### src/rtl/div_pkg.sv
// Shared constants for the sequential divider: FSM encoding and register-file tag width.
package div_pkg;

  localparam int unsigned TAGW = 5;

  localparam logic [1:0] S_IDLE = 2'd0;
  localparam logic [1:0] S_RUN  = 2'd1;
  localparam logic [1:0] S_DONE = 2'd2;

endpackage

### src/rtl/div_step.sv
// One restoring-division step: shift in the next dividend bit, trial-subtract the divisor.
module div_step #(
  parameter int unsigned WIDTH = 16
) (
  input  logic [WIDTH-1:0] p,
  input  logic             dmsb,
  input  logic [WIDTH-1:0] bq,
  output logic [WIDTH-1:0] p_nxt_c,
  output logic             qbit_c
);

  logic [WIDTH:0]   t;
  logic [WIDTH+1:0] sum;

  assign t = {p, dmsb};

  // Subtract as add of inverted divisor with carry-in; carry-out means t >= divisor.
  assign sum = {1'b0, t} + {1'b0, ~{1'b0, bq}} + (WIDTH+2)'(1);

  assign qbit_c = sum[WIDTH+1];

  // The kept remainder is always below the divisor, so its top bit is zero.
  assign p_nxt_c = qbit_c ? WIDTH'(sum[WIDTH:0]) : WIDTH'(t);

endmodule

### src/rtl/div_seq.sv
// Multi-cycle unsigned restoring divider with start/busy/done handshake and a writeback tag.
module div_seq
  import div_pkg::*;
#(
  parameter int unsigned WIDTH = 16
) (
  input  logic             clk,
  input  logic             rst,
  input  logic [WIDTH-1:0] a,
  input  logic [WIDTH-1:0] b,
  input  logic             start,
  input  logic [TAGW-1:0]  Rdin,
  output logic [WIDTH-1:0] q,
  output logic [WIDTH-1:0] r,
  output logic [TAGW-1:0]  Rdout,
  output logic             busy,
  output logic             done,
  output logic             dbz
);

  localparam int unsigned CW = $clog2(WIDTH) + 1;

  logic [1:0]       state;
  logic [1:0]       state_nxt;
  logic [WIDTH-1:0] p;
  logic [WIDTH-1:0] d;
  logic [WIDTH-1:0] bq;
  logic [CW-1:0]    cnt;
  logic [TAGW-1:0]  tag;
  logic [WIDTH-1:0] p_nxt_c;
  logic             qbit_c;
  logic             accept_c;
  logic             last_c;

  assign accept_c = start && ((state == S_IDLE) || (state == S_DONE));
  assign last_c   = (state == S_RUN) && (cnt == CW'(WIDTH - 1));

  div_step #(.WIDTH(WIDTH)) u_step (
    .p       (p),
    .dmsb    (d[WIDTH-1]),
    .bq      (bq),
    .p_nxt_c (p_nxt_c),
    .qbit_c  (qbit_c)
  );

  // State register
  always_ff @(posedge clk or negedge rst) begin
    if (!rst) state <= S_IDLE;
    else      state <= state_nxt;
  end

  // Next-state logic; DONE accepts a new request exactly like IDLE
  always_comb begin
    state_nxt = S_IDLE;
    case (state)
      S_IDLE, S_DONE: begin
        if (start) state_nxt = (b == '0) ? S_DONE : S_RUN;
        else       state_nxt = S_IDLE;
      end
      S_RUN:   state_nxt = last_c ? S_DONE : S_RUN;
      default: state_nxt = S_IDLE;
    endcase
  end

  // Operand capture and iteration datapath
  always_ff @(posedge clk or negedge rst) begin
    if (!rst) begin
      p   <= '0;
      d   <= '0;
      bq  <= '0;
      cnt <= '0;
      tag <= '0;
    end else if (accept_c) begin
      p   <= '0;
      d   <= a;
      bq  <= b;
      cnt <= '0;
      tag <= Rdin;
    end else if (state == S_RUN) begin
      p   <= p_nxt_c;
      d   <= {d[WIDTH-2:0], qbit_c};
      cnt <= cnt + CW'(1);
    end
  end

  // Result registers hold until the next completion
  always_ff @(posedge clk or negedge rst) begin
    if (!rst) begin
      busy  <= 1'b0;
      done  <= 1'b0;
      dbz   <= 1'b0;
      q     <= '0;
      r     <= '0;
      Rdout <= '0;
    end else begin
      busy <= (state_nxt == S_RUN);
      done <= (state_nxt == S_DONE);
      if (accept_c && (b == '0)) begin
        q     <= '1;
        r     <= a;
        Rdout <= Rdin;
        dbz   <= 1'b1;
      end else if (last_c) begin
        q     <= {d[WIDTH-2:0], qbit_c};
        r     <= p_nxt_c;
        Rdout <= tag;
        dbz   <= 1'b0;
      end
    end
  end

endmodule

### config.mk
export PLATFORM = sky130hd
export DESIGN_NAME = div_seq
export DESIGN_NICKNAME = d
export VERILOG_FILES = /design/src/rtl/div_pkg.sv /design/src/rtl/div_step.sv /design/src/rtl/div_seq.sv
export SDC_FILE = /design/constraint.sdc
export NUM_CORES = 1
export LEC_CHECK = 0
export ABC_CLOCK_PERIOD_IN_PS = 3650
export CORE_ASPECT_RATIO = 1.5
export CORE_MARGIN = 5
export CORE_UTILIZATION = 30
export DETAILED_ROUTE_END_ITERATION = 16
export DONT_BUFFER_PORTS = 1
export SLEW_MARGIN = 0
export SYNTH_ARGS = -nofsm -noshare
export SYNTH_HDL_FRONTEND = slang
export SYNTH_SLANG_ARGS = --single-unit
### constraint.sdc
create_clock -name clk -period 3.65 [get_ports clk]
set_input_delay 0.365 -clock clk [delete_from_list [all_inputs] [get_ports clk]]
set_output_delay 0.365 -clock clk [all_outputs]
set_load 0.03 [all_outputs]
==> results.ini, run 1 <==
[yosys]
ys_seq_elements = 100
synth-xor-area-share_pct = 2.11
synth_top_family_by_area = compound AO/OA/AOI/OAI gates
synthAdderAreaFrac_pct = 4.93
netlist_area_sq_um = 4980
synthSimpleGateAreaFrac_pct = 17.5
synth_compound_area_share_pct = 17.8
yosysWarnings = 0
synthDistinctLibCells = 47
synth.area.mux_share_pct = 3.07
synth_edf_count = 0
synth_area_per_cell_sq_um = 9.16
synth_cells = 543
ys.flop_type = dfrtp_1
async_flop_share_pct = 100
synth_nets = 602
yosysSeqAreaShare_pct = 50.3

[grt]
grt_max_degree = 101
grt.total_usage_pct = 14.1
gr-total-overflow = 0
antenna_found_initial = 0
grt_pass1_wl_um = 21200
grt_pass1_vias = 3745

[timing]
clock.fmax_mhz = 348
hold_ws_ps = 116
finalSetupViolations = 0
rsz0062_at_grt = no
finalHoldViolCount = 0
fin_skew_ps = 9.18
post-route-period-util_pct = 78.8
worstMarginPinSlew_ps = 878
slew_viol_final = 0
maxSlewHeadroom_pct = 41.5
tns_ps = 0
timing.final.crit_period_ps = 2880
fin_ws_ps = 773

[layout]
multi_input_area_sq_um = 2280
fillers = 1645
seqCellArea_sq_um = 2500
area_growth_pct = 10.9
final_area_sq_um = 5520
nets = 593
diodes = 0
layout-drive-gt1-share_pct = 6.12

[floorplan]
core-area_sq_um = 16300
ioPinCount = 80
die_y_um = 168
dieArea_sq_um = 19300
placementRows = 57
die_x_um = 115
start_util_pct = 30.6

[placed_design]
dpl.hpwl_um = 9770
place_area_sq_um = 5170
place_ws_ps = 774
place_congestion = 0.860
port_buffers = 0

[clock_network]
cts_tree = done
cts_resized = 0
worst_skew_pair.late_latency_ps = 350
clkSinkCount = 100
cts_buffers = 9
path_clk_slew_ps = 80
htreeDepth = 3
clk_path_buf_depth = 2
clock_tree.root_cell = clkbuf_16
cts_post_setup_buffers_inserted = 0

[drt]
routed_wl_um = 13300
vias_per_cell = 5.11
wire_per_inst_um = 17.8
firstDrtPassIters = 4
ant_nets = 0
initialDrtViolationCount = 260
vias = 3804
drt_drc_violations_left = 0

[setup_path]
path_cells = ha_1, a21o_1, a21o_1, a221oi_4, o21ai_2, a31oi_2, buf_4, mux2_2, o211ai_1
reg2regPathDepth = 9
regToRegStartpoint = p[3]
cpMostUsedCell = a21o_1
slowest_stage = a221oi_4
crit_fanout = 18
worstSetupStartpointType = flip-flop
critical_path_class = reg2reg
rrSetupSlack_ps = 770
required_ps = 3920
r2r-end = r[0]
cp_slowest_stage_delay_ps = 450
worst_setup_path_end_kind = flip-flop
crit_arrival_ps = 3150

[power_and_ir_drop]
p_per_area_nw_per_um2 = 1160
leakagePower_uw = 0.00243
finalPower_uw = 6410
peakVddDrop_uv = 425

[outcome]
run_status = completed

[hold_path]
whs_path_depth = 2
min_to = tag[2]
hp-class = in2reg
hold_start = Rdin[2]

[job]
cap_viol_max_count = 0

## cell families after synthesis
logic type | Yosys count
mux | 15
buf+inv | 50
fa+ha+maj | 19
compound gates | 143
xor+xnor | 12
flops | 100
simple gates | 204
## layout by cell type (no fill, tap or decap), types with 3 or more instances in the layout
master	count
a21o_1	5
xnor2_1	9
dfrtp_1	100
nor2_1	44
inv_1	20
ha_1	18
and3_1	9
o21ai_0	39
o211ai_1	10
nand2_1	113
nand4_1	3
nor2b_1	3
nor4_1	4
nand2b_1	6
a22oi_1	20
nand3_1	11
o21ai_1	13
a21oi_1	35
buf_4	8
clkbuf_16	9
a211oi_1	4
mux2i_1	13
clkinvlp_4	3
xor2_1	3
## synthesized netlist by cell type (11+ instances only)
library cell  instances  area share [%]
mux2i_1              13             2.6
o21ai_1              13             1.3
nand3_1              11             1.1
dfrtp_1             100              50
a21oi_1              35             3.5
o21ai_0              39             3.9
nor2_1               45             3.4
inv_1                20             1.5
clkbuf_1             23             1.7
ha_1                 18             4.5
a22oi_1              20             3.0
nand2_1             113             8.5
## sequential cells by signal, indices dropped and copies added, names as in the netlist
name / count
q: 16
state: 2
cnt: 5
bq: 16
r: 16
Rdout: 5
tag: 5
done: 1
busy: 1
d: 16
p: 16
dbz: 1
## metal layers
layer | part of all wire (%) | vias to the layer above | global-route usage (%)
met1 | 40 | 1834 | 17.2
met4 | 2.3 | 0 | 5.11
met2 | 51 | 96 | 23.4
met3 | 7.0 | 15 | 3.90
met5 | 0 | - | 0
li1 | - | 1859 | -
## critical path: cells and delay by family (launching register included)
family | cells | cell delay (ps)
buf+inv | 1 | 310
flops | 1 | 400
mux | 1 | 390
compound gates | 6 | 1350
fa+ha+maj | 1 | 360
## per-stage QoR
stage	util, %	instances
after CTS	33.9	745
after floorplan	-	543
after global routing	33.9	745
after global placement	31.8	727
final	33.9	745
after detailed placement	31.8	727
## repair_timing
item	CTS	global route
hold buffers	2	0
setup endpoints to repair	0	0
endpoints found under the hold margin	100	0
## worst max-delay path by stage
stage	slack, ps	end	from	cells past startpoint
2_1_floorplan	1090	r[11]	p[3]	10
3_3_place_gp	860	r[1]	p[3]	9
3_5_place_dp	770	r[0]	p[3]	9
4_1_cts	750	r[0]	p[3]	9
5_1_grt	600	p[11]	p[3]	9
6_report	770	r[0]	p[3]	9
## cell type report
cell class	instances	share of cell area (%)
flip-flops and latches	100	45.4
multi-input cells	393	41.3
well taps	206	4.67
clock buffers	9	4.08
repair buffers	10	1.77
clock inverters	7	1.47
inverters	20	1.36
## where the power goes
part | internal [uW] | switching, uW | total [uW]
sequential | 1650 | 759 | 2400
clock | 542 | 457 | 999
combinational | 1250 | 1750 | 3010
Note: power is estimated with default switching activity, not from simulation.
==> inputs of run 2 (changes only) <==
--- a/config.mk
+++ b/config.mk
@@ -5,7 +5,7 @@
 export SDC_FILE = /design/constraint.sdc
 export NUM_CORES = 1
 export LEC_CHECK = 0
-export ABC_CLOCK_PERIOD_IN_PS = 3650
+export ABC_CLOCK_PERIOD_IN_PS = 2500
 export CORE_ASPECT_RATIO = 1.5
 export CORE_MARGIN = 5
 export CORE_UTILIZATION = 30
==> constraint.sdc (replaced) <==
create_clock -name clk -period 2.5 [get_ports clk]
set_input_delay 0.25 -clock clk [delete_from_list [all_inputs] [get_ports clk]]
set_output_delay 0.25 -clock clk [all_outputs]
set_load 0.03 [all_outputs]
==> run 2 against run 1 <==
Net effect:
- the run now ends with negative hold slack left
- utilization increased by 1.9 points
- critical path type unchanged
- sequential share of layout area decreased by 2.3 points
- clock power increased by 37%
- largest power group unchanged
- non-clock buffer count increased by 24
- maximum frequency increased by 18%
- count of clock-buffer cells in the layout increased by 1
- combinational power increased by 75%
- critical endpoint is now p[3]
- register-to-register slack got worse by 700 ps
- clock skew increased by 3.6 ps
- via count increased by 5.2%
==> results.ini, run 2 (synthesis gave the netlist of run 1 again) <==
[layout]
nets = 617  ; +4.0%
fillers = 1634  ; -0.67%
diodes = 0  ; unchanged
area_growth_pct = 17.0
multi_input_area_sq_um = 2380  ; +4.4%
final_cell_mix = 113 x nand2_1, 99 x dfrtp_1, 44 x nor2_1
seqCellArea_sq_um = 2500  ; about the same
layout-drive-gt1-share_pct = 13.0  ; +6.8 points
mostFrequentLayoutCell = nand2_1

[setup_path]
rrSetupSlack_ps = 70  ; -700 ps
worst_setup_path_end_kind = flip-flop
required_ps = 2690  ; -1230 ps
crit_arrival_ps = 2620  ; -530 ps
path_cells = inv_1, ha_2, a21oi_2, a21oi_1, nand2b_1, a31oi_4, clkbuf_16, mux2i_1, o21ai_0
crit_fanout = 5  ; -13
critical_path_class = reg2reg
cp_slowest_stage_delay_ps = 360  ; -90 ps
worstSetupStartpointType = flip-flop
slowest_stage = dfrtp_1

[floorplan]
dieArea_sq_um = 19300  ; unchanged
die_x_um = 115  ; unchanged
die_y_um = 168  ; unchanged
placementRows = 57  ; unchanged
core-area_sq_um = 16300  ; unchanged
start_util_pct = 30.6  ; unchanged
ioPinCount = 80  ; unchanged

[drt]
drt_drc_violations_left = 0  ; unchanged
routed_wl_um = 13700  ; +2.8%
firstDrtPassIters = 4  ; unchanged
vias = 4002  ; +5.2%
initialDrtViolationCount = 317  ; +22%
vias_per_cell = 5.20  ; +1.9%
ant_nets = 0  ; unchanged
wire_per_inst_um = 17.8  ; -0.41%

[clock_network]
clk_path_buf_depth = 2  ; unchanged
path_clk_slew_ps = 70  ; about the same
clkSinkCount = 100  ; unchanged
cts_hold_buf = 5  ; +3
cts_buffers = 9  ; unchanged
htreeDepth = 3  ; unchanged
worst_skew_pair.late_latency_ps = 350  ; about the same
cts_tree = done
clock_tree.root_cell = clkbuf_16

[outcome]
run_status = complete, but fails checks
failed_checks = negative hold slack

[timing]
fin_ws_ps = 70.1  ; -703 ps
finalHoldViolCount = 100  ; +100
fin_skew_ps = 12.8  ; +3.61 ps
worstMarginPinSlew_ps = 888  ; +10.2 ps
slew_viol_final = 0  ; unchanged
clock.fmax_mhz = 412  ; +18%
finalSetupViolations = 0  ; unchanged
post-route-period-util_pct = 97.2  ; +18 points
timing.final.crit_period_ps = 2430  ; -447 ps
maxSlewHeadroom_pct = 40.8  ; -0.68 points
hold_ws_ps = -410  ; -526 ps

[grt]
grt_pass1_wl_um = 21800  ; +2.7%
gr-total-overflow = 0  ; unchanged
grt_pass1_vias = 4087  ; +9.1%
antenna_found_initial = 0  ; unchanged
grt.total_usage_pct = 14.3  ; +0.20 points
grt_max_degree = 101  ; unchanged

[hold_path]
hp-class = in2async

[placed_design]
port_buffers = 0  ; unchanged
place_ws_ps = -26.0  ; -800 ps
dpl.hpwl_um = 10100  ; +3.2%
place_congestion = 0.858  ; -0.31%

[power_and_ir_drop]
peakVddDrop_uv = 561  ; +32%
p_per_area_nw_per_um2 = 1750  ; +50%
leakagePower_uw = 0.00255  ; +5.1%
finalPower_uw = 10200  ; +59%

[job]
cap_viol_max_count = 0  ; unchanged

[run 2: changes by cell type in the layout (fill, tap and decap cells not counted), moves of 4 or more]
cell           delta
mux2i_2           +5
a21oi_1           -5
buf_4            +17
a21oi_2           +5
dlygate4sd3_1     +4
ha_1              -5
mux2i_1           -5
[run 2: worst max-delay path, delay by kind of cell (launching register included)]
kind            cells  cell delay (ps)
simple gates        1              230
fa+ha+maj           1              330
flops               1              360
buf+inv             2              320
mux                 1              280
compound gates      4              750
[run 2: per-stage QoR]
step | utilization (%) | cell area [sq um] | cells | setup TNS (ps) | hold WS, ps
final | 35.8 | 5820 | 769 | 0 | -410
after global placement | 32.9 | 5340 | 744 | 0 | -42.7
after floorplan | - | 4990 | 543 | 0 | -45.6
after detailed placement | 32.9 | 5340 | 744 | -26.1 | -41.9
after CTS | 35.0 | 5690 | 765 | 0 | -423
after global routing | 35.8 | 5820 | 769 | -23.2 | -428
[run 2: layout make-up]
cell class | instances | share of cell area [%]
timing repair buffer | 34 | 5.40
tap | 206 | 4.43
inverter | 20 | 1.29
clock inverter | 6 | 0.903
multi-input combinational | 393 | 40.9
clock buffer | 10 | 4.11
sequential | 100 | 43.0
[run 2: worst paths after layout]
| kind | startpoint | endpoint | cells after the start |
|---|---|---|---|
| setup / recovery | bq[10] | p[3] | 9 |
| hold / removal | rst | q[9] | 0 |
| setup reg to reg | bq[10] | p[3] | 9 |
| hold reg to reg | tag[2] | tag[2] | 2 |
| max in group asynchronous | rst | bq[2] | 0 |
| min in group clk | b[14] | bq[14] | 2 |
[run 2: timing repair]
action / CTS / global route
cloned: 0 / 1
setup buffers: 0 / 3
resized for setup: 1 / 24
endpoints found under the hold margin: 105 / 100
pin swaps: 0 / 10
setup endpoints to repair: 2 / 30
[run 2: report_power, final]
part / internal (uW) / total [uW] / switching, uW
Sequential: 2400 / 3540 / 1130
Clock: 719 / 1370 / 656
Combinational: 2410 / 5260 / 2850
Total: 5530 / 10200 / 4640
[run 2: layer usage]
layer / vias up / track usage [%] / wire length [um]
li1: 1904 / - / -
met1: 1968 / 16.1 / 5180
met2: 114 / 24.8 / 7080
met3: 16 / 5.38 / 1170
met4: 0 / 3.93 / 211
met5: - / 0 / 0
